$ cat src/rtl/mux_arb_pkg.sv
// mux_arb_pkg: shared types and helpers for the N-channel registered mux/arbiter.
//   mode_t : grant source select (SEL, PRIO, RR); encoding 3 is reserved and
//            is treated as SEL by the datapath.
//   ch_w() : width of a channel index, never below 1 bit.
package mux_arb_pkg;

  typedef enum logic [1:0] {
    MODE_SEL  = 2'd0,
    MODE_PRIO = 2'd1,
    MODE_RR   = 2'd2
  } mode_t;

  function automatic int ch_w(input int n);
    return (n < 2) ? 1 : $clog2(n);
  endfunction

endpackage

$ cat src/rtl/mux_arb_n_rr_arbiter.sv
// rr_arbiter: rotate-priority arbiter.
//   req     in  N_CH  request vector
//   base    in  CH_W  highest-priority index; search wraps N_CH-1 -> 0
//   gnt     out N_CH  one-hot grant, zero when no request
//   gnt_idx out CH_W  index of the granted request (0 when none)
// With base tied to 0 this degenerates to lowest-index fixed priority.
module rr_arbiter
  import mux_arb_pkg::*;
#(
  parameter  int N_CH = 4,
  localparam int CH_W = ch_w(N_CH)
) (
  input  logic [N_CH-1:0] req,
  input  logic [CH_W-1:0] base,
  output logic [N_CH-1:0] gnt,
  output logic [CH_W-1:0] gnt_idx
);

  always_comb begin : arb
    logic            found;
    int              idx;
    logic [CH_W-1:0] w_idx;
    found   = 1'b0;
    idx     = 0;
    w_idx   = '0;
    gnt     = '0;
    gnt_idx = '0;
    for (int i = 0; i < N_CH; i++) begin
      idx = int'(base) + i;
      if (idx >= N_CH) idx = idx - N_CH;
      w_idx = CH_W'(idx);
      if (!found && req[w_idx]) begin
        found        = 1'b1;
        gnt[w_idx]   = 1'b1;
        gnt_idx      = w_idx;
      end
    end
  end

endmodule

$ cat src/rtl/mux_arb_n.sv
// mux_arb_n: N-channel WIDTH-bit mux/arbiter with a one-entry registered
// output stage and valid/ready on both sides.
//   clk, reset     clock; synchronous active-low reset
//   mode           mode_t: SEL / PRIO / RR (3 behaves as SEL)
//   sel            channel index for SEL mode
//   in_valid/in_data/in_ready   per-channel input handshake, data packed
//                               channel i at [i*WIDTH +: WIDTH]
//   out_valid/out_data/out_ch/out_ready  registered output handshake
module mux_arb_n
  import mux_arb_pkg::*;
#(
  parameter  int WIDTH = 64,
  parameter  int N_CH  = 4,
  localparam int CH_W  = ch_w(N_CH)
) (
  input  logic                  clk,
  input  logic                  reset,
  input  logic [1:0]            mode,
  input  logic [CH_W-1:0]       sel,
  input  logic [N_CH-1:0]       in_valid,
  input  logic [N_CH*WIDTH-1:0] in_data,
  output logic [N_CH-1:0]       in_ready,
  output logic                  out_valid,
  output logic [WIDTH-1:0]      out_data,
  output logic [CH_W-1:0]       out_ch,
  input  logic                  out_ready
);

  logic             r_out_valid;
  logic [WIDTH-1:0] r_out_data;
  logic [CH_W-1:0]  r_out_ch;
  logic [CH_W-1:0]  r_rr_ptr;

  logic             w_load;
  logic             w_is_rr;
  logic             w_is_arb;
  logic [CH_W-1:0]  w_base;
  logic [N_CH-1:0]  w_arb_gnt;
  logic [CH_W-1:0]  w_arb_idx;
  logic [N_CH-1:0]  w_sel_gnt;
  logic [N_CH-1:0]  w_grant;
  logic [CH_W-1:0]  w_gidx;
  logic [WIDTH-1:0] w_data;

  assign w_load   = !r_out_valid || out_ready;
  assign w_is_rr  = (mode == MODE_RR);
  assign w_is_arb = (mode == MODE_RR) || (mode == MODE_PRIO);
  // PRIO shares the rotating arbiter with its base pinned to 0.
  assign w_base   = w_is_rr ? r_rr_ptr : '0;

  rr_arbiter #(.N_CH(N_CH)) u_arb (
    .req     (in_valid),
    .base    (w_base),
    .gnt     (w_arb_gnt),
    .gnt_idx (w_arb_idx)
  );

  // Out-of-range sel (only possible when N_CH is not a power of two) grants nothing.
  always_comb begin
    w_sel_gnt = '0;
    if (int'(sel) < N_CH && in_valid[sel]) w_sel_gnt[sel] = 1'b1;
  end

  assign w_grant = w_is_arb ? w_arb_gnt : w_sel_gnt;
  assign w_gidx  = w_is_arb ? w_arb_idx : sel;

  // Grant is one-hot, so an AND-OR select is exact and avoids a wide index mux.
  always_comb begin
    w_data = '0;
    for (int i = 0; i < N_CH; i++)
      w_data = w_data | (in_data[i*WIDTH +: WIDTH] & {WIDTH{w_grant[i]}});
  end

  // Gated by reset so nothing is handed off while the output stage is being cleared.
  assign in_ready = w_grant & {N_CH{w_load & reset}};

  always_ff @(posedge clk) begin
    if (!reset) begin
      r_out_valid <= 1'b0;
      r_out_data  <= '0;
      r_out_ch    <= '0;
      r_rr_ptr    <= '0;
    end else if (w_load) begin
      if (|w_grant) begin
        r_out_valid <= 1'b1;
        r_out_data  <= w_data;
        r_out_ch    <= w_gidx;
        if (w_is_rr)
          r_rr_ptr <= (int'(w_gidx) == N_CH-1) ? '0 : w_gidx + 1'b1;
      end else begin
        r_out_valid <= 1'b0;
      end
    end
  end

  assign out_valid = r_out_valid;
  assign out_data  = r_out_data;
  assign out_ch    = r_out_ch;

endmodule

$ cat config.mk
export PLATFORM = sky130hd
export DESIGN_NAME = mux_arb_n
export DESIGN_NICKNAME = d
export VERILOG_FILES = /design/src/rtl/mux_arb_pkg.sv /design/src/rtl/mux_arb_n_rr_arbiter.sv /design/src/rtl/mux_arb_n.sv
export SDC_FILE = /design/constraint.sdc
export NUM_CORES = 1
export LEC_CHECK = 0
export BUFFER_PORTS_ARGS = -buffer_cell sky130_fd_sc_hd__buf_2
export CAP_MARGIN = 20
export CORE_AREA = 2 2 129 131
export CTS_CLUSTER_DIAMETER = 30
export CTS_CLUSTER_SIZE = 16
export DETAILED_ROUTE_END_ITERATION = 8
export DIE_AREA = 0 0 131 133
export PLACE_DENSITY_LB_ADDON = 0.05
export SLEW_MARGIN = 0
export SYNTH_ARGS = -nofsm -noshare
export SYNTH_HDL_FRONTEND = slang
export SYNTH_HIERARCHICAL = 1
export SYNTH_SLANG_ARGS = --single-unit
$ cat constraint.sdc
create_clock -name clk -period 5.3 [get_ports clk]
set_clock_uncertainty 0.15 [all_clocks]
set_input_delay 0.265 -clock clk [delete_from_list [all_inputs] [get_ports clk]]
set_output_delay 0.265 -clock clk [all_outputs]
set_load 0.005 [all_outputs]
==> reports/qor.txt <==
Status - finished clean
Worst hold path class - in2reg
Clock Path Buffers - 2
Pwr Total - 2.19 mW
CTS tree - yes
FMAX - 229 MHz
Synth unique cells - 47
Syn nets - 1052
Top cell type's share of synthesized area - 20.4%
Hold Crit Start - in_data[130]
Syn Inst Count - 779
# setup viols final - 0
DP Worst Slack - 0.762 ns
LEAKAGE - 3.48 nW
Starting density of the core - 41.9%
Yosys top cell by area - dfxtp_1
GR Layer Usage met2 - 49.9%
Worst R2R Start - r_rr_ptr[1]
Top FF cell, synth - dfxtp_1
Ys async rst share - 0%
Final HPWL DP - 17700 um
Maximum capacitance violations - 0
Post-synth EDFFs - 0
CORE AREA - 16200 um2
WP buf/inv - 3
Nets - 1310
Final Max Slew Viols - 0
CTS root buffer - clkbuf_16
Initial antenna violation count - 2
Grt total ovfl - 0
Crit path launch type - register
Final WL - 27400 um
# hold bufs at CTS - 0
Critical path's slowest cell - o21ai_4
Routed via count - 8037
Clk slew on worst S/H paths - 0.06 ns
Slowest stage delay, CP - 0.77 ns
Period Utilization, post-route - 82.3%
Share of layout cells above drive strength 1 - 45.2%
Max FO, Critical Path - 29
Slew margin rel. - 27.0%
DR vias/cell - 6.36
Pwr/cell area - 250 nW/um2
Setup TNS - 0 ns
Total stage count of the critical path - 11
Worst skew pair latency - 0.34 ns
Worst setup EP type - output port
Worst reg-to-reg path cell count - 12
Global route hottest layer - met2
Crit path max-delay family - compound AO/OA/AOI/OAI gates
Synthesized flop and latch total - 69
GR Util met3 - 7.76%
Die area - 17400 um2
Synthesized area per cell - 8.69 um2
Post-Syn Area - 6770 um2
Slew at the pin closest to its max-slew limit - 1.10 ns
Die span in x - 131 um
Seq/Total Area, Yosys - 20.4%
Area contributors post-synth - dfxtp_1 20%, a21boi_0 14%, a2111oi_2 8.9%
Global-route usage over all layers - 29.9%
Htree depth - 3
Ys Warns - 6
VDD IR-drop max - 0.139 mV
TritonCTS Buffers - 9
RSZ-0062 raised after global routing - no
Setup Buffers After CTS - 0
Gpl congestion - 0.798
Post-route ant nets - 0
Min Tclk post-route - 4.36 ns
Post-CTS sizing - 0
Drt first pass iters - 5
Largest net degree at the start of global routing - 68
Data required, critical path - 4.89 ns
Crit Path Category - reg2out
Hold depth - 3
Input/output buffers - 337
Final Non-Filler Cells - 1264
Placed insts - 1246
Drt wl/cell - 21.7 um
Io pins - 338
Die H - 133 um
Met1 Usage GRT - 38.1%
Beginning of the critical path - r_rr_ptr[1]
Core Rows - 47
First-pass GRT wire length - 41200 um
Critical-path cell list - and2_1 > inv_1 > ha_1 > mux4_2 > nor2b_1 > a22oi_1 > o21ai_4 > buf_4 > a21oi_1 > nor2_1 > buf_2
Hold violation count in the final report - 0
Synth-to-layout area growth - 29.8%
Clock sinks - 69
Vias in the first global route - 7691
Arrival time worst endpoint - 3.95 ns
# DRC - 0
Post-route setup slack - 0.937 ns
1st-iter DRT viols - 599
[per-layer routing]
layer	routed length [um]	vias up	share of wire, %
li1	-	3771	-
met1	11500	3842	42
met2	13100	380	48
met3	2240	44	8.2
met4	484	0	1.8
met5	0	-	0
[synthesized netlist by cell type (5+ instances only)]
library cell / instances
nor2_1: 8
buf_6: 5
a211oi_1: 24
a2111oi_0: 24
dfxtp_1: 69
o21ai_0: 70
mux2i_1: 5
buf_2: 28
a22oi_1: 72
inv_1: 5
o2bb2ai_1: 65
nand2_1: 9
clkbuf_1: 69
a21boi_0: 126
a211oi_2: 40
ha_1: 6
nor4_1: 64
a2111oi_2: 40
[where the power goes]
part	switching (mW)	internal, mW	leakage, nW
Sequential	0.0657	0.608	0.571
Clock	0.234	0.400	0.158
Combinational	0.499	0.386	2.75
[metrics by stage]
| step | util [%] | area [um2] | hold WS (ns) |
|---|---|---|---|
| 6_report | 54.3 | 8790 | 0.169 |
| 5_1_grt | 54.3 | 8790 | 0.170 |
| 4_1_cts | 54.3 | 8780 | 0.160 |
| 3_5_place_dp | 52.4 | 8470 | 0.313 |
| 3_3_place_gp | 52.4 | 8470 | 0.297 |
| 2_1_floorplan | - | 6770 | 0.283 |
[tightest hold or removal path, stage by stage]
cell	delay [ns]
buf_2	0.09
a2111oi_2	0.06
a211oi_2	0.20
[placed cells by master (no fill, tap or decap), drive strengths merged, types with 2 or more instances in the layout]
cell type  instances
a211oi            64
clkinv             3
mux4               4
o311ai             2
inv                5
a21oi              4
clkbuf            12
dfxtp             69
o2bb2ai           65
nand2b             4
a22oi             72
o21ai             71
buf              357
and2               2
nor4              64
nor2b              4
ha                 6
a2111oi           64
diode              2
nand2              9
mux2               2
a21boi           129
nor2               8
mux2i              5
[final cells by class]
cell class / instances / area (um2)
antenna: 2 / 5.00
tap: 220 / 275
clock buffer: 12 / 267
inverter: 5 / 18.8
timing repair buffer: 357 / 1860
multi-input combinational: 595 / 4930
fill: 1573 / 7380
clock inverter: 4 / 45.0
sequential: 69 / 1380
[sequential cells by signal, indices dropped and copies added, names as in the netlist]
register   flops
out_ch         2
r_rr_ptr       2
out_data      64
out_valid      1
[cell families (layout without fill, tap and decap cells)]
kind of cell	count (synthesis)	after routing	share of synthesized area, %
simple gates	99	99	8.91
flops	69	69	20.4
buf+inv	115	378	7.67
fa+ha+maj	6	6	1.11
mux	11	11	2.40
xor+xnor	1	1	0.129
compound gates	478	478	59.4
other cells	0	2	0
[worst paths after layout]
| check | end | slack [ns] |
|---|---|---|
| min | out_data[2] | 0.17 |
| min reg2reg | out_ch[1] | 0.32 |
| max reg2reg | out_data[30] | 1.03 |
| max | in_ready[0] | 0.94 |
No activity file was read; power rests on OpenSTA's default activity.
